===== src/rtl/pla_term_counter.sv =====
// pla_term_counter
//   Monitors the four outputs of the PLA decoder. Each qualified sample
//   increments one saturating counter per asserted output. A dump request
//   snapshots all four counts, clears the live counters and streams the
//   snapshot out as four valid/ready beats (idx 0..3 = f1..f4).
//
// Optional feature:
//   PLA_ONEHOT_CHECK_EN  - when defined, a sticky flag reports any sample
//                          whose popcount is not exactly 1. When undefined,
//                          onehot_err is tied low.
//
// Parameters:
//   CNT_W       width of each occurrence counter and of dout_data (2..16)
//
// Ports:
//   clk         clock, rising edge
//   rst         asynchronous active-high reset
//   f1..f4      decoder outputs, sampled when sample_en = 1
//   sample_en   qualifies f1..f4 as one sample
//   dump_start  single-cycle request to snapshot and stream the counts
//   dump_busy   high from the accepted dump_start until the last beat is taken
//   dout_valid  a count beat is presented
//   dout_ready  downstream accepts the beat
//   dout_idx    counter index of the current beat
//   dout_data   snapshotted count of the current beat
//   dout_last   high on the beat with dout_idx = 3
//   onehot_err  sticky non-one-hot sample flag
module pla_term_counter #(
    parameter int CNT_W = 8
) (
    input  logic             clk,
    input  logic             rst,
    input  logic             f1,
    input  logic             f2,
    input  logic             f3,
    input  logic             f4,
    input  logic             sample_en,
    input  logic             dump_start,
    output logic             dump_busy,
    output logic             dout_valid,
    input  logic             dout_ready,
    output logic [1:0]       dout_idx,
    output logic [CNT_W-1:0] dout_data,
    output logic             dout_last,
    output logic             onehot_err
);

    typedef enum logic [0:0] {
        ST_IDLE = 1'b0,
        ST_SEND = 1'b1
    } state_t;

    localparam logic [CNT_W-1:0] CNT_ZERO = {CNT_W{1'b0}};
    localparam logic [CNT_W-1:0] CNT_ONE  = {{(CNT_W-1){1'b0}}, 1'b1};
    localparam logic [CNT_W-1:0] CNT_MAX  = {CNT_W{1'b1}};

    // Saturating increment: holds at all-ones instead of wrapping.
    function automatic logic [CNT_W-1:0] sat_inc(input logic [CNT_W-1:0] cnt,
                                                 input logic             hit);
        logic [CNT_W-1:0] res;
        if (hit && (cnt != CNT_MAX)) begin
            res = cnt + CNT_ONE;
        end else begin
            res = cnt;
        end
        return res;
    endfunction

    logic [3:0]       s_vec_r;
    logic             s_vld_r;
    logic [CNT_W-1:0] cnt_r  [0:3];
    logic [CNT_W-1:0] snap_r [0:3];
    state_t           state_r;
    logic             busy_r;
    logic             valid_r;
    logic [1:0]       idx_r;
    logic [CNT_W-1:0] data_r;
    logic             last_r;
    logic             dump_accept_s;
    logic [1:0]       idx_next_s;

    // Dump request is only honoured while the streamer is idle.
    always_comb begin
        dump_accept_s = 1'b0;
        idx_next_s    = idx_r + 2'd1;
        if (dump_start && (state_r == ST_IDLE)) begin
            dump_accept_s = 1'b1;
        end else begin
            dump_accept_s = 1'b0;
        end
    end

    // Input stage: capture one qualified sample, valid for exactly one cycle.
    always_ff @(posedge clk or posedge rst) begin
        if (rst) begin
            s_vec_r <= 4'b0000;
            s_vld_r <= 1'b0;
        end else if (sample_en) begin
            s_vec_r <= {f4, f3, f2, f1};
            s_vld_r <= 1'b1;
        end else begin
            s_vec_r <= s_vec_r;
            s_vld_r <= 1'b0;
        end
    end

    // Live counters and snapshot; on dump acceptance the live counters
    // restart from the in-flight sample only, which the snapshot excludes.
    always_ff @(posedge clk or posedge rst) begin
        if (rst) begin
            for (int i = 0; i < 4; i++) begin
                cnt_r[i]  <= CNT_ZERO;
                snap_r[i] <= CNT_ZERO;
            end
        end else begin
            for (int i = 0; i < 4; i++) begin
                if (dump_accept_s) begin
                    snap_r[i] <= cnt_r[i];
                    cnt_r[i]  <= sat_inc(CNT_ZERO, s_vld_r & s_vec_r[i]);
                end else begin
                    snap_r[i] <= snap_r[i];
                    cnt_r[i]  <= sat_inc(cnt_r[i], s_vld_r & s_vec_r[i]);
                end
            end
        end
    end

    // Dump streamer: registered beat outputs, held while stalled.
    always_ff @(posedge clk or posedge rst) begin
        if (rst) begin
            state_r <= ST_IDLE;
            busy_r  <= 1'b0;
            valid_r <= 1'b0;
            idx_r   <= 2'd0;
            data_r  <= CNT_ZERO;
            last_r  <= 1'b0;
        end else begin
            case (state_r)
                ST_IDLE: begin
                    if (dump_accept_s) begin
                        // Beat 0 carries the value being snapshotted this edge.
                        state_r <= ST_SEND;
                        busy_r  <= 1'b1;
                        valid_r <= 1'b1;
                        idx_r   <= 2'd0;
                        data_r  <= cnt_r[0];
                        last_r  <= 1'b0;
                    end else begin
                        state_r <= ST_IDLE;
                        busy_r  <= 1'b0;
                        valid_r <= 1'b0;
                        idx_r   <= 2'd0;
                        data_r  <= CNT_ZERO;
                        last_r  <= 1'b0;
                    end
                end
                ST_SEND: begin
                    if (dout_ready && (idx_r == 2'd3)) begin
                        state_r <= ST_IDLE;
                        busy_r  <= 1'b0;
                        valid_r <= 1'b0;
                        idx_r   <= 2'd0;
                        data_r  <= CNT_ZERO;
                        last_r  <= 1'b0;
                    end else if (dout_ready) begin
                        state_r <= ST_SEND;
                        busy_r  <= 1'b1;
                        valid_r <= 1'b1;
                        idx_r   <= idx_next_s;
                        data_r  <= snap_r[idx_next_s];
                        last_r  <= (idx_next_s == 2'd3);
                    end else begin
                        state_r <= state_r;
                        busy_r  <= busy_r;
                        valid_r <= valid_r;
                        idx_r   <= idx_r;
                        data_r  <= data_r;
                        last_r  <= last_r;
                    end
                end
                default: begin
                    state_r <= ST_IDLE;
                    busy_r  <= 1'b0;
                    valid_r <= 1'b0;
                    idx_r   <= 2'd0;
                    data_r  <= CNT_ZERO;
                    last_r  <= 1'b0;
                end
            endcase
        end
    end

    assign dump_busy  = busy_r;
    assign dout_valid = valid_r;
    assign dout_idx   = idx_r;
    assign dout_data  = data_r;
    assign dout_last  = last_r;

`ifdef PLA_ONEHOT_CHECK_EN
    // Number of asserted decoder outputs in one sample.
    function automatic logic [2:0] popcount4(input logic [3:0] v);
        return {2'b00, v[0]} + {2'b00, v[1]} + {2'b00, v[2]} + {2'b00, v[3]};
    endfunction

    logic err_r;

    // Sticky flag: any registered sample that is not exactly one-hot.
    always_ff @(posedge clk or posedge rst) begin
        if (rst) begin
            err_r <= 1'b0;
        end else if (s_vld_r && (popcount4(s_vec_r) != 3'd1)) begin
            err_r <= 1'b1;
        end else begin
            err_r <= err_r;
        end
    end

    assign onehot_err = err_r;
`else
    assign onehot_err = 1'b0;
`endif

endmodule

===== config.mk =====
export PLATFORM = sky130hd
export DESIGN_NAME = pla_term_counter
export DESIGN_NICKNAME = d
export VERILOG_FILES = /design/src/rtl/pla_term_counter.sv
export SDC_FILE = /design/constraint.sdc
export NUM_CORES = 1
export LEC_CHECK = 0
export CORE_MARGIN = 3
export CORE_UTILIZATION = 53
export DETAILED_ROUTE_END_ITERATION = 10
export GPL_TIMING_DRIVEN = 1
export PLACE_DENSITY = 0.8
export SLEW_MARGIN = 20
export SYNTH_ARGS = -nofsm -noshare
export SYNTH_HDL_FRONTEND = slang
export SYNTH_SLANG_ARGS = --single-unit

===== constraint.sdc =====
create_clock -name clk -period 2.5 [get_ports clk]
set_input_delay 0.5 -clock clk [delete_from_list [all_inputs] [get_ports clk]]
set_output_delay 0.5 -clock clk [all_outputs]
set_load 0.05 [all_outputs]

# [Word level (Yosys, flattened, before mapping)]
# Index checks and enable logic that the tools add are counted.
# Widths: inputs -> output; s select.
[word_totals] ff_bits=82 elab_cells=77 output_inout_bits=14
[classes] bitwise=6 order_cmp=1 n_eq_ne=7 reduce_logical=10 n_mux=33 n_addsub=5
[ops] operator="$mux 8" n=13
[ops] operator="$add 8x1->8 const B" n=4
[ops] operator="$ne 8x8->1 const B" n=4
[ops] operator="$bmux 8 s2" n=1
[ops] operator="$pmux 8 s2" n=1
[ops] operator="$mux 1" n=12
[ops] operator="$reduce_bool 2->1" n=4
[ops] operator="$logic_and 1x1->1" n=6
[ops] operator="$pmux 1 s2" n=3
[ops] operator="$and 1x1->1" n=4
[ops] operator="$eq 2x2->1 const B" n=2
[ops] operator="$mux 2" n=2
[ops] operator="$pmux 2 s2" n=1
[ops] operator="$ge 3x3->1 const B" n=1
[ops] operator="$ne 3x2->1 const B" n=1
[ops] operator="$not 2->3" n=1
[ops] operator="$add 2x1->2 const B" n=1
[ops] operator="$not 1->1" n=1

# [Logic depth before layout (Yosys ltp)]
[logic_depth] depth_word=8 depth_mapped=7

# [Least setup slack after synthesis]
# No wires, ideal clock.
[synth_path] path_type="flip-flop to flip-flop" startpoint="reg idx_r[0], in the netlist dout_idx[0]" endpoint="reg data_r[0], in the netlist dout_data[0]" arrival_time_ns=2.114 setup_time_ns=0.141 path_buffers=2 slack_ns=0.245 synth_period_minus_slack_ns=2.255 path_stages_with_launch=8 cell_sequence="dfrtp_1 buf_2 inv_1 ha_1 clkbuf_1 mux4_2 nand2_1 a31oi_1"
[synth_via] elab_chain_len=8 word_cells_on_any_way=11 cone_classes="1 x add/sub; 2 x eq/ne; 6 x mux; 1 x bitwise; 1 x reduce/logical"
[synth_lines] item="start, declared" line="76" source="logic [1:0] idx_r;"
[synth_lines] item="start signal, assigned" line="169" source="idx_r <= idx_next_s;"
[synth_lines] item="start signal, assigned" line="176" source="idx_r <= idx_r;"
[synth_lines] item="$add 2x1->2" line="85" source="idx_next_s = idx_r + 2'd1;"
[synth_lines] item="$not 2->3 (implied by the code)" line="170" source="data_r <= snap_r[idx_next_s];"
[synth_lines] item="$bmux 8 s2" line="170"
[synth_lines] item="$mux 8 (implied by the code) (2 in series)" line="170"
[synth_lines] item="$mux 8" line="165" source="end else if (dout_ready) begin"
[synth_lines] item="$mux 8" line="158" source="if (dout_ready && (idx_r == 2'd3)) begin"
[synth_lines] item="$pmux 8 s2" line="138" source="case (state_r)"
[synth_lines] item="end signal, assigned" line="146" source="data_r <= cnt_r[0];"
[synth_lines] item="end signal, assigned" line="170"
[synth_lines] item="end signal, assigned" line="177" source="data_r <= data_r;"
[synth_lines] item="end, declared" line="77" source="logic [CNT_W-1:0] data_r;"
# Several ways; a longest one is shown, not always the timed one. The select of a mux whose other input is x is not followed.
# A chain may end at the register's enable or synchronous reset.

# [Worst setup path after layout]
[layout_path] startpoint="reg idx_r[1], in the netlist dout_idx[1]" endpoint="out dout_idx[1]"
[layout_lines] item="end, declared" line="42" source="output logic [1:0] dout_idx,"
# No word-level cell between the ends.

==> metrics.md <==
| Metric | Value |
|---|---|
| Status | finished clean |
| Initial Utilization | between 50% and 60% |
| Worst Hold End | snap_r[25]$_DFFE_PP0P_ |
| Gpl congestion | 0.8236 |
| DRC violations left | 0 |
| Wire per inst | 15.24 µm |
| Inserted Diodes | 0 |
| GRT Overall Usage | ~20% |
| Min-delay src | snap_r[25]$_DFFE_PP0P_ |
| Layout cells sized above 1 | 10.00% |
| Fin Clk Skew | 0.008615 ns |
| Fin util | 63.75% |
| Max_cap viols | 0 |
| # Post-CTS Setup Buffers | 0 |
| Final setup fails | 0 |
| Final #Nets | about 430 |
| Synth Area in Simple Gates | 22.90% |
| Arrival time worst endpoint | 1.56 ns |
| Clock Pin Slew Worst Setup and Hold Paths | about 0.080 ns |
| Ys flop type | dfrtp_1 |
| Hold buffers post-CTS | 0 |
| Largest family of logic cells by synthesized area | simple AND/OR/NAND/NOR gates |
| Critical path, cell by cell | clkdlybuf4s50_1 |
| Crit. End Element | output port |
| Post-Layout Inst Area | 4427 µm² |
| Hold Path Class | reg2reg |
| Post-synthesis register bit count | 82 |
| Slew margin rel. | between 40% and 50% |
| Number of global-route vias before repair | 2881 |
| Mapped Area | 3874 µm² |
| Die area | approximately 8400 µm² |
| CTS sink count | 82 |
| Post-synth EDFFs | 0 |
| Reg2reg setup slack | 0.65 ns |
| Port-buffer cells | 21 |
| YS warnings | 0 |
| Total gr overflow | 0 |
| Post-Syn Instances | 398 |
| Crit path required time | 2.00 ns |
| Layout area overhead | 14.28% |
| Site row count | 30 |
| Worst skew pair latency | between 0.3 and 0.4 ns |
| DP Wirelength | 5.389 mm |
| Mapped Nets | around 410 |
| Total power | 5.406 mW |
| Post-cts sizing count | 0 |
| H-tree Lvls | 3 |
| Max-slew violation count | 0 |
| Setup TNS | 0 ns |
| Antenna-violating nets left | 0 |
| Synthesized area per cell | ~9.7 µm² |
| Async SR Flop Fraction | 100.0% |
| Max incr delay on CP | 0.82 ns |
| Via Count | 2998 |
| Cell family with most CP delay | buffers and inverters |
| CTS tree | yes |
| Register-to-Register Path Depth | 6 |
| Reg-to-reg endpoint | dout_data[2]$_DFFE_PP0P_ |
| Power Density | 1221 nW/µm² |
| Adder-Cell Fraction of Synth Area | 1.938% |
| Inserted Clock Buffers | 9 |
| Crit Path Class | reg2out |
| Commonest cells after routing, fill and taps aside | 115 x nand2_1, 82 x dfrtp_1, 27 x nor2_1 |
| Routed vias/inst | 5.810 |
| Routed Wire Length | 7.862 mm |
| Largest net degree at the start of global routing | 59 |
| Register area share after synthesis | ~53% |
| Hold Slack | around 0.48 ns |
| Fraction of synthesized area in multiplexers | about 7.6% |
| CTS root buffer | clkbuf_8 |
| Crit start category | register |
| Least-Margin Pin Slew | 0.7354 ns |
| Die Wd | 91.49 µm |
| Io pins | 23 |
| Commonest non-fill, non-tap cell in the layout | nand2_1 |
| Hold Crit Depth | 2 |
| Bufs on Longest Clock Path | 2 |
| XOR/XNOR Fraction of Synth Area | 1.357% |
| WP depth | 1 |
| Drt first pass iters | 4 |
| Worst r2r src | dout_idx[0]$_DFFE_PP0P_ |
| Initial antenna violation count | 0 |
| RSZ-0062 raised after global routing | false |
| Endpoints failing hold | 0 |
| WP buf/inv | 1 |
| Crit path time final | 2.059 ns |
| First DRT Iteration DRCs | 204 |
| Fmax | 485.6 MHz |
| Critical Path Fanout Max | 4 |
| First-pass GRT wire length | 13.59 mm |
| Placed instance area | 4208 µm² |
| Core area | 6944 µm² |
| Slowest CP cell | clkdlybuf4s50_1 |
| Tcrit/Tclk final | 82.37% |
| Yosys cell types | 48 |
| Die H | 91.49 µm |
| Leakage | between 1.5 and 2 nW |
| Compound-Gate Fraction of Synth Area | 9.787% |
| VDD IR max | 597.4 µV |
==> worst reg2reg max path: cells and delay by family, from the launching register on <==
kind | cells | cell delay (ns)
adder cells (fa/ha/maj) | 1 | 0.50
AO/OA/AOI/OAI | 1 | 0.10
buffers and inverters | 2 | 0.29
multiplexers | 1 | 0.35
flip-flops | 1 | 0.35
AND/OR/NAND/NOR | 1 | 0.08
==> power by group <==
group | switching (mW) | total (mW) | internal (mW) | leakage (nW)
combinational | 1.14 | 1.98 | 0.832 | 0.831
clock | 0.441 | 1.05 | 0.613 | 0.110
sequential | 0.519 | 2.38 | 1.86 | 1.06
==> cell type report <==
cell class / instances / area, µm²
Multi-Input combinational cell: 289 / 1700
Fill cell: 565 / 2517
Clock buffer: 13 / 158.9
Sequential cell: 82 / 2052
Inverter: 7 / 30.03
Clock inverter: 2 / 60.06
Tap cell: 96 / 120.1
Timing Repair Buffer: 27 / 305.3
==> kinds of logic (layout without fill, tap and decap cells) <==
family,count (synthesis),after routing
other cells,1,1
fa+ha+maj,6,6
flops,82,82
simple gates,198,198
mux,19,19
xor+xnor,6,6
compound gates,59,59
buf+inv,27,49
==> worst max path at each step <==
stage | slack [ns] | to | from
3_3_place_gp | 0.55 | dout_valid$_DFFE_PP0P_ | dout_ready
5_1_grt | 0.37 | dout_idx[1] | dout_idx[1]$_DFFE_PP0P_
6_report | 0.44 | dout_idx[1] | dout_idx[1]$_DFFE_PP0P_
4_1_cts | 0.43 | dout_idx[1] | dout_idx[1]$_DFFE_PP0P_
2_1_floorplan | 0.24 | dout_data[0]$_DFFE_PP0P_ | dout_idx[0]$_DFFE_PP0P_
3_5_place_dp | 0.52 | dout_valid$_DFFE_PP0P_ | dout_ready
==> sequential cells by signal, summed over array words and instances, names as in the netlist <==
signal      flops
cnt_r          32
dout_data       8
dout_idx        2
dout_last       1
dout_valid      1
s_vec_r         4
s_vld_r         1
snap_r         32
state_r         1
==> cells in the mapped netlist (3+ instances only) <==
master | n | area (µm²)
nand2_1 | 115 | 431.7
dfrtp_1 | 82 | 2052
nor2_1 | 27 | 101.4
a21oi_1 | 15 | 75.07
nand3_1 | 13 | 65.06
o21ai_0 | 12 | 60.06
clkbuf_1 | 11 | 41.29
a31oi_1 | 10 | 62.56
mux4_2 | 8 | 180.2
nor3_1 | 8 | 40.04
inv_1 | 7 | 26.28
mux2i_1 | 7 | 70.07
ha_1 | 6 | 75.07
xnor2_1 | 6 | 52.55
nand4_1 | 5 | 31.28
nor2b_1 | 5 | 31.28
a211oi_1 | 4 | 30.03
and4_1 | 4 | 35.03
mux2_2 | 4 | 45.04
o31ai_1 | 4 | 30.03
or4_1 | 4 | 30.03
a31o_2 | 3 | 26.28
buf_1 | 3 | 11.26
buf_4 | 3 | 22.52
or3_1 | 3 | 18.77
==> per-stage QoR <==
stage               std cells  worst slack, ns
floorplan                 398           0.2449
global placement          501           0.5523
detailed placement        501           0.5179
CTS                       516           0.4260
global route              516           0.3671
finish                    516           0.4406
==> per-layer routing <==
metal | GRT usage [%] | up-vias | wire (µm)
met3 | 5.634 | 11 | 466
met5 | 0 | - | 0
met4 | 5.779 | 0 | 85
li1 | - | 1411 | -
met1 | 27.87 | 1495 | 3435
met2 | 31.47 | 81 | 3874
No activity file was read; power rests on OpenSTA's default activity.
